**config.mk**
```make
export PLATFORM = sky130hd
export DESIGN_NAME = diff_word_decoder
export DESIGN_NICKNAME = d
export VERILOG_FILES = /design/src/rtl/dna_pkg.sv /design/src/rtl/diff_word_decoder.sv
export SDC_FILE = /design/constraint.sdc
export NUM_CORES = 1
export LEC_CHECK = 0
export CAP_MARGIN = 20
export CELL_PAD_IN_SITES_DETAIL_PLACEMENT = 1
export CELL_PAD_IN_SITES_GLOBAL_PLACEMENT = 2
export CORE_MARGIN = 3
export CORE_UTILIZATION = 25
export DETAILED_ROUTE_END_ITERATION = 10
export PLACE_DENSITY_LB_ADDON = 0.08
export SYNTH_ARGS = -nofsm -noshare
export SYNTH_HDL_FRONTEND = slang
export SYNTH_SLANG_ARGS = --single-unit
```
**constraint.sdc**
```tcl
create_clock -name clk -period 3.3 [get_ports clk]
set_input_delay 0.495 -clock clk [delete_from_list [all_inputs] [get_ports clk]]
set_output_delay 0.495 -clock clk [all_outputs]
set_load 0.02 [all_outputs]
```
**src/rtl/dna_pkg.sv**
```systemverilog
// Shared types and helpers for the base-4 (DNA) differential word coder pair.
package dna_pkg;

  typedef logic [1:0] dna_digit_t;

  typedef enum logic [1:0] {
    ST_IDLE   = 2'd0,
    ST_DECODE = 2'd1,
    ST_HOLD   = 2'd2
  } dec_state_t;

  // 2-bit add wraps naturally, giving the mod-4 sum.
  function automatic dna_digit_t mod4_add(input dna_digit_t a, input dna_digit_t b);
    return a + b;
  endfunction

endpackage

```
**src/rtl/diff_word_decoder.sv**
```systemverilog
// Differential word decoder: rebuilds base-4 digits MSD-first by running mod-4
// accumulation, one digit per clock, with optional chaining across words.
module diff_word_decoder
  import dna_pkg::*;
#(
  parameter int N = 8
) (
  input  logic           clk,
  input  logic           rst,
  input  logic           in_valid,
  output logic           in_ready,
  input  logic [2*N-1:0] in_word,
  input  logic           in_sof,
  output logic           out_valid,
  input  logic           out_ready,
  output logic [2*N-1:0] out_word,
  output logic           out_sof
);

  localparam int CNT_W = $clog2(N);

  dec_state_t       r_state;
  logic [CNT_W-1:0] r_cnt;
  dna_digit_t       r_enc [N];
  dna_digit_t       r_dec [N];
  dna_digit_t       r_prev;
  dna_digit_t       r_last;
  logic             r_sof;
  logic             r_out_valid;
  logic             r_out_sof;

  logic       w_accept;
  dna_digit_t w_last_src;
  dna_digit_t w_digit;

  assign in_ready = (r_state == ST_IDLE) | ((r_state == ST_HOLD) & out_ready);
  assign w_accept = in_valid & in_ready;

  // A word accepted in the HOLD handshake chains onto the word being released.
  assign w_last_src = (r_state == ST_HOLD) ? r_dec[0] : r_last;
  assign w_digit    = mod4_add(r_enc[r_cnt], r_prev);

  always_ff @(posedge clk or posedge rst) begin
    if (rst) begin
      r_state     <= ST_IDLE;
      r_cnt       <= '0;
      r_prev      <= '0;
      r_last      <= '0;
      r_sof       <= 1'b0;
      r_out_valid <= 1'b0;
      r_out_sof   <= 1'b0;
      for (int i = 0; i < N; i++) begin
        r_enc[i] <= '0;
        r_dec[i] <= '0;
      end
    end else begin
      case (r_state)
        ST_DECODE: begin
          r_dec[r_cnt] <= w_digit;
          r_prev       <= w_digit;
          if (r_cnt == '0) begin
            r_state     <= ST_HOLD;
            r_out_valid <= 1'b1;
            r_out_sof   <= r_sof;
          end else begin
            r_cnt <= r_cnt - 1'b1;
          end
        end
        ST_HOLD: begin
          if (out_ready) begin
            r_out_valid <= 1'b0;
            r_last      <= r_dec[0];
            r_state     <= ST_IDLE;
          end
        end
        default: ;
      endcase

      if (w_accept) begin
        for (int i = 0; i < N; i++) begin
          r_enc[i] <= in_word[2*i +: 2];
        end
        r_sof   <= in_sof;
        r_prev  <= in_sof ? 2'd0 : w_last_src;
        r_cnt   <= CNT_W'(N - 1);
        r_state <= ST_DECODE;
      end
    end
  end

  generate
    for (genvar gi = 0; gi < N; gi++) begin : g_out
      assign out_word[2*gi +: 2] = r_dec[gi];
    end
  endgenerate

  assign out_valid = r_out_valid;
  assign out_sof   = r_out_sof;

endmodule

```
==> metrics.md, run 1 <==
| Metric | Value |
|---|---|
| Die height | `95.4 um` |
| Routed length on met2 | `2.24 mm` |
| Total global routing track utilization | `10.9%` |
| Met3 wire len | `180 um` |
| Area delta synth->final | `30.6%` |
| Number of I/O pins | `40` |
| Min Tclk post-route | `2.64 ns` |
| Top routing layer used | `met4` |
| Die Wd | `95.4 um` |
| Max Cap Viol | `0` |
| HP Class | `register to register` |
| Die area | `9100 sq um` |
| CP required | `3.49 ns` |
| Clk_skew | `0.00895 ns` |
| Starting Density | `26.7%` |
| Post-Synthesis Cells | `187` |
| Setup crit end | `out_word[7]` |
| Post-route ant nets | `0` |
| Reg2reg end | `out_word[7]` |
| First drt pass iteration count | `3` |
| Kind of end point of the critical path | `register` |
| Antenna violations before repair | `0` |
| Pin count of the biggest net entering global routing | `25` |
| Worst slew pin tran | `0.796 ns` |
| Fillers | `855` |
| Iteration-0 DRC Markers | `7` |
| R2R cell count | `6` |
| Cell variety after synth | `26` |
| Final setup margin | `0.655 ns` |
| Vias | `1422` |
| Post-Layout Cell Count | `328` |
| Post-synth top area cell | `dfrtp_1` |
| Buffers on Ports | `39` |
| Net Sw Power | `1.10 mW` |
| Cts repair resizes | `0` |
| Clk slew on worst S/H paths | `0.09 ns` |
| Post-Syn Nets | `211` |
| Nets | `252` |
| Core Area | `7490 sq um` |
| Setup WS pre-CTS | `0.628 ns` |
| Setup TNS | `0 ns` |
| Final Core Density | `34.8%` |
| Clk_lat worst skew | `0.30 ns` |
| Cell area after layout | `2610 sq um` |
| Fmax | `378 MHz` |
| WL met1 | `2.02 mm` |
| Gpl congestion | `0.734` |
| Post-DP Area | `2490 sq um` |
| CTS tree | `yes` |
| Critical Path Start Type | `register` |
| Layout cells sized above 1 | `14.4%` |
| Synth Warn # | `0` |
| DPL Wire Length | `3.37 mm` |
| Power, Total | `2.80 mW` |
| Synth Register Bits | `44` |
| Mean Syn Cell Area | `10.7 sq um` |
| Relative slew margins | `46.8%` |
| Global route overflow | `0` |
| Number of global-route vias before repair | `1580` |
| Comb power frac | `48.4%` |
| R2r setup slk | `0.66 ns` |
| Switching share of power | `39.2%` |
| Cells after DPL | `320` |
| ANT cells | `0` |
| Tcrit/Tclk final | `80.2%` |
| Post-Syn Area | `2000 sq um` |
| Status | `finished, final reports clean` |
| Post-DR vias/cell | `4.34` |
| Max-slew violations | `0` |
| Register area share after synthesis | `55.1%` |
| WL/cell | `13.8 um` |
| CTS Buf Count | `5` |
| Crit path from | `r_cnt[0]` |
| DRC viols | `0` |
| RSZ-0062 raised after global routing | `no` |
| Worst-path maximum fanout | `12` |
| Yosys top cell area share | `55.1%` |
| WS Path Type | `register to register` |
| Root buffer cell | `clkbuf_8` |
| Clk pwr share | `15.1%` |
| Fin. Hold Viols | `0` |
| Top cells by area, synth | `dfrtp_1 55%, nand2_1 12%, mux2_2 11%` |
| H-tree depth | `2` |
| Worst vdd ir | `0.263 mV` |
| DRT Wirelength | `4.51 mm` |
| Power per cell area | `1070 nW/um^2` |
| Internal Power | `1.70 mW` |
| CTS sink cnt | `44` |
| Share of total power in sequential cells | `36.4%` |
| Pleak | `1.18 nW` |
| Post-CTS Setup Inserts | `0` |
| Hold Buf Count CTS | `0` |
| Hold Slack | `0.475 ns` |
| Reg2reg start | `r_cnt[0]` |
| First-pass GRT wire length | `7.65 mm` |
| Clk buf depth | `2` |
| Final setup vio count | `0` |
| CP arrival | `2.83 ns` |
| Site row count | `31` |
[area by class of cell]
cell class	count	area [sq um]	area share (%)
Sequential cell	44	1100	42.2
Multi-Input combinational cell	131	843	32.3
Clock buffer	5	68.8	2.64
Inverter	5	18.8	0.720
Clock inverter	3	46.3	1.78
Timing Repair Buffer	41	405	15.5
Tap cell	99	124	4.75
[layout by cell type (no fill, tap or decap)]
| cell type | instances |
|---|---|
| mux4_1 | 2 |
| clkdlybuf4s50_1 | 39 |
| inv_6 | 1 |
| xor2_1 | 1 |
| xnor2_2 | 1 |
| ha_1 | 3 |
| nand2_1 | 64 |
| nor3b_1 | 1 |
| buf_4 | 2 |
| nor3_1 | 3 |
| clkbuf_8 | 5 |
| nor2_1 | 9 |
| mux2i_1 | 7 |
| dfrtp_1 | 44 |
| nor2b_1 | 2 |
| o211ai_1 | 1 |
| nand3_1 | 2 |
| mux2_2 | 20 |
| bufinv_16 | 1 |
| a21oi_1 | 4 |
| inv_1 | 5 |
| or4_2 | 1 |
| nand2b_1 | 1 |
| clkinvlp_4 | 1 |
| a31oi_1 | 1 |
| o21ai_0 | 3 |
| mux4_2 | 1 |
| xnor2_1 | 1 |
| and2_1 | 1 |
| or3_1 | 2 |
[state kept, by name, summed over array words and instances (netlist names)]
name	cells
out_word	16
r_enc	16
r_cnt	3
r_last	2
r_prev	2
r_state	2
out_sof	1
out_valid	1
r_sof	1
[critical path, cell delays in order, from the launching register on]
cell and delay, ns:
dfrtp_1 0.65, mux4_1 0.61, mux2_2 0.28, ha_1 0.19, xor2_1 0.32, xnor2_2 0.19, mux2_2 0.30
[power by group through the flow]
stage                     registers [mW]  clock network [mW]  logic, mW
after floorplan                     1.09                   0      0.827
after global placement              1.03                   0       1.35
after detailed placement            1.04                   0       1.39
after CTS                           1.03               0.442       1.40
after global routing                1.06               0.469       1.52
final                               1.02               0.424       1.36
[how the worst min path moves through the flow]
| stage | cells after the start | end | slack [ns] | from |
|---|---|---|---|---|
| final | 2 | r_enc[2] | 0.48 | r_enc[2] |
| after global placement | 2 | r_sof | 0.45 | r_sof |
| after detailed placement | 2 | r_enc[2] | 0.46 | r_enc[2] |
| after floorplan | 2 | r_enc[12] | 0.44 | r_enc[12] |
| after global routing | 2 | r_enc[3] | 0.51 | r_enc[3] |
| after CTS | 2 | r_enc[2] | 0.48 | r_enc[2] |
[logic make-up after synthesis]
| group | count (synthesis) | share of synthesized area, % |
|---|---|---|
| AND/OR/NAND/NOR | 86 | 17.7 |
| flip-flops | 44 | 55.1 |
| multiplexers | 30 | 18.5 |
| buffers and inverters | 12 | 2.63 |
| AO/OA/AOI/OAI | 9 | 2.44 |
| XOR/XNOR | 3 | 1.69 |
| adder cells (fa/ha/maj) | 3 | 1.88 |
[synth_stat cells, drive strengths merged]
cell type  count
nand2         64
dfrtp         44
mux2          20
nor2           9
mux2i          7
clkbuf         6
inv            5
a21oi          4
ha             3
mux4           3
nor3           3
o21ai          3
nand3          2
nor2b          2
or3            2
xnor2          2
a31oi          1
and2           1
buf            1
nand2b         1
nor3b          1
o211ai         1
or4            1
xor2           1
[routing by layer]
metal / GRT usage [%] / up-vias
met4: 4.15 / 0
li1: - / 700
met1: 13.2 / 684
met3: 3.00 / 6
met5: 0 / -
met2: 18.4 / 32
(Power assumes the default switching activity.)
==> inputs of run 2 (changes only) <==
==> constraint.sdc (replaced) <==
create_clock -name clk -period 2.2 [get_ports clk]
set_input_delay 0.33 -clock clk [delete_from_list [all_inputs] [get_ports clk]]
set_output_delay 0.33 -clock clk [all_outputs]
set_load 0.02 [all_outputs]
==> run 2 against run 1 <==
  * Sequential share of layout area is 1.8 points lower
  * Routed wire length is 0.98% higher
  * Register-to-register slack worse by 0.59 ns
  * Worst hold slack worse by 0.082 ns
  * Clock skew is 0.0047 ns lower
  * Utilization is 1.5 points higher
  * Fmax is 24% higher
  * First-iteration DRC count grew to 2.6 times the previous value
  * Sequential power is 46% higher
  * Critical path type unchanged
  * Largest power group unchanged
==> metrics.md, run 2 (same netlist as run 1, synthesis figures left out) <==
| Metric | Value |
|---|---|
| Iteration-0 DRC Markers | `18 (+11)` |
| CTS sink cnt | `44 (unchanged)` |
| Max-slew violations | `0 (unchanged)` |
| CTS tree | `yes` |
| CP arrival | `2.32 ns (-0.51 ns)` |
| CP required | `2.38 ns (-1.11 ns)` |
| Kind of end point of the critical path | `register` |
| Status | `finished, final reports clean` |
| Worst vdd ir | `0.490 mV (+86%)` |
| Layout cells sized above 1 | `18.1% (+3.7 points)` |
| R2R cell count | `6 (unchanged)` |
| Clk_lat worst skew | `0.29 ns (about the same)` |
| Starting Density | `26.7% (unchanged)` |
| Worst slew pin tran | `0.488 ns (-0.308 ns)` |
| Clk slew on worst S/H paths | `0.08 ns (about the same)` |
| Setup WS pre-CTS | `-0.0223 ns (-0.650 ns)` |
| Number of global-route vias before repair | `1624 (+2.8%)` |
| Reg2reg start | `r_cnt[1]` |
| Die Wd | `95.4 um (unchanged)` |
| Clk buf depth | `2 (unchanged)` |
| Die area | `9100 sq um (unchanged)` |
| Total global routing track utilization | `11.3% (+0.38 points)` |
| ANT cells | `0 (unchanged)` |
| Final setup margin | `0.0673 ns (-0.588 ns)` |
| Pleak | `1.24 nW (+5.1%)` |
| Buffers on Ports | `39 (unchanged)` |
| Final setup vio count | `0 (unchanged)` |
| WL/cell | `13.6 um (-1.4%)` |
| Gpl congestion | `0.756 (+2.9%)` |
| CTS Buf Count | `5 (unchanged)` |
| WS Path Type | `register to register` |
| Global route overflow | `0 (unchanged)` |
| DRT Wirelength | `4.56 mm (+0.98%)` |
| Root buffer cell | `clkbuf_8` |
| First drt pass iteration count | `4 (+1)` |
| Power per cell area | `1680 nW/um^2 (+56%)` |
| Worst-path maximum fanout | `8 (-4)` |
| Tcrit/Tclk final | `96.9% (+17 points)` |
| R2r setup slk | `0.07 ns (-0.59 ns)` |
| Post-Layout Cell Count | `336 (+2.4%)` |
| Power, Total | `4.56 mW (+63%)` |
| Post-route ant nets | `0 (unchanged)` |
| Site row count | `31 (unchanged)` |
| DRC viols | `0 (unchanged)` |
| Number of I/O pins | `40 (unchanged)` |
| Fillers | `833 (-2.6%)` |
| Most frequent cells in the layout | `64 x nand2_1, 44 x dfrtp_1, 39 x clkdlybuf4s50_1, 14 x mux2_2, 10 x buf_4` |
| Post-DP Area | `2600 sq um (+4.4%)` |
| Nets | `260 (+3.2%)` |
| First-pass GRT wire length | `7.82 mm (+2.2%)` |
| HP Class | `input pin to async pin` |
| Vias | `1472 (+3.5%)` |
| Area delta synth->final | `36.3%` |
| Critical Path Start Type | `register` |
| Pin count of the biggest net entering global routing | `25 (unchanged)` |
| Cells after DPL | `328 (+2.5%)` |
| Post-DR vias/cell | `4.38 (+1.1%)` |
| Antenna violations before repair | `0 (unchanged)` |
| Min Tclk post-route | `2.13 ns (-0.512 ns)` |
| Die height | `95.4 um (unchanged)` |
| Reg2reg end | `out_word[3]` |
| Most common cell after layout, fill and taps aside | `nand2_1` |
| DPL Wire Length | `3.49 mm (+3.3%)` |
| Max Cap Viol | `0 (unchanged)` |
| Clk_skew | `0.00423 ns (-0.00472 ns)` |
| Fin. Hold Viols | `0 (unchanged)` |
| Setup TNS | `0 ns (unchanged)` |
| Hold Buf Count CTS | `0 (unchanged)` |
| Core Area | `7490 sq um (unchanged)` |
| H-tree depth | `2 (unchanged)` |
| Cell area after layout | `2720 sq um (+4.4%)` |
| Fmax | `469 MHz (+24%)` |
| RSZ-0062 raised after global routing | `no` |
| Relative slew margins | `67.2% (+20 points)` |
-- run 2: how the worst max path moves through the flow --
stage	startpoint	slack (ns)	cells past startpoint	endpoint
detailed placement	r_cnt[1]	-0.02	6	out_word[9]
floorplan	r_cnt[0]	-0.004	7	out_word[3]
CTS	r_cnt[1]	0.03	6	out_word[3]
global placement	r_cnt[1]	0.08	6	out_word[5]
global route	r_cnt[1]	0.003	6	out_word[5]
finish	r_cnt[1]	0.07	6	out_word[3]
-- run 2: stage by stage --
step / util [%] / hold slack, ns
2_1_floorplan: - / 0.435
3_3_place_gp: 34.8 / 0.453
3_5_place_dp: 34.8 / 0.461
4_1_cts: 36.4 / 0.404
5_1_grt: 36.4 / 0.430
6_report: 36.4 / 0.393
-- run 2: critical path, stage by stage, from the launching register on --
cell and delay [ns]:
dfrtp_1 0.38, mux4_1 0.56, mux2_4 0.29, ha_4 0.18, xor2_4 0.17, xnor2_4 0.17
mux2_4 0.28
-- run 2: report_power, final --
part / switching (mW) / internal, mW
sequential: 0.268 / 1.22
combinational: 1.19 / 1.27
clock: 0.272 / 0.337
total: 1.73 / 2.83
-- run 2: metal layers --
layer | track usage, % | part of all wire (%) | vias up
met5 | 0 | 0 | -
met3 | 2.92 | 4.0 | 4
met2 | 19.8 | 52 | 27
met1 | 13.2 | 43 | 725
li1 | - | - | 716
met4 | 3.91 | 1.2 | 0
-- run 2: cell type report --
class,instances,area [sq um],area share (%)
Clock buffer,6,72.6,2.67
Clock inverter,2,35.0,1.29
Inverter,5,18.8,0.690
Multi-Input combinational cell,131,905,33.2
Sequential cell,44,1100,40.5
Tap cell,99,124,4.55
Timing Repair Buffer,49,465,17.1
-- run 2: repair_timing --
action / 4_1_cts / 5_1_grt
setup buffers: 0 / 0
gates cloned: 0 / 0
resized for setup: 1 / 0
endpoints found under the setup margin: 8 / 8
pin swaps: 0 / 1
hold endpoints to repair: 0 / 0
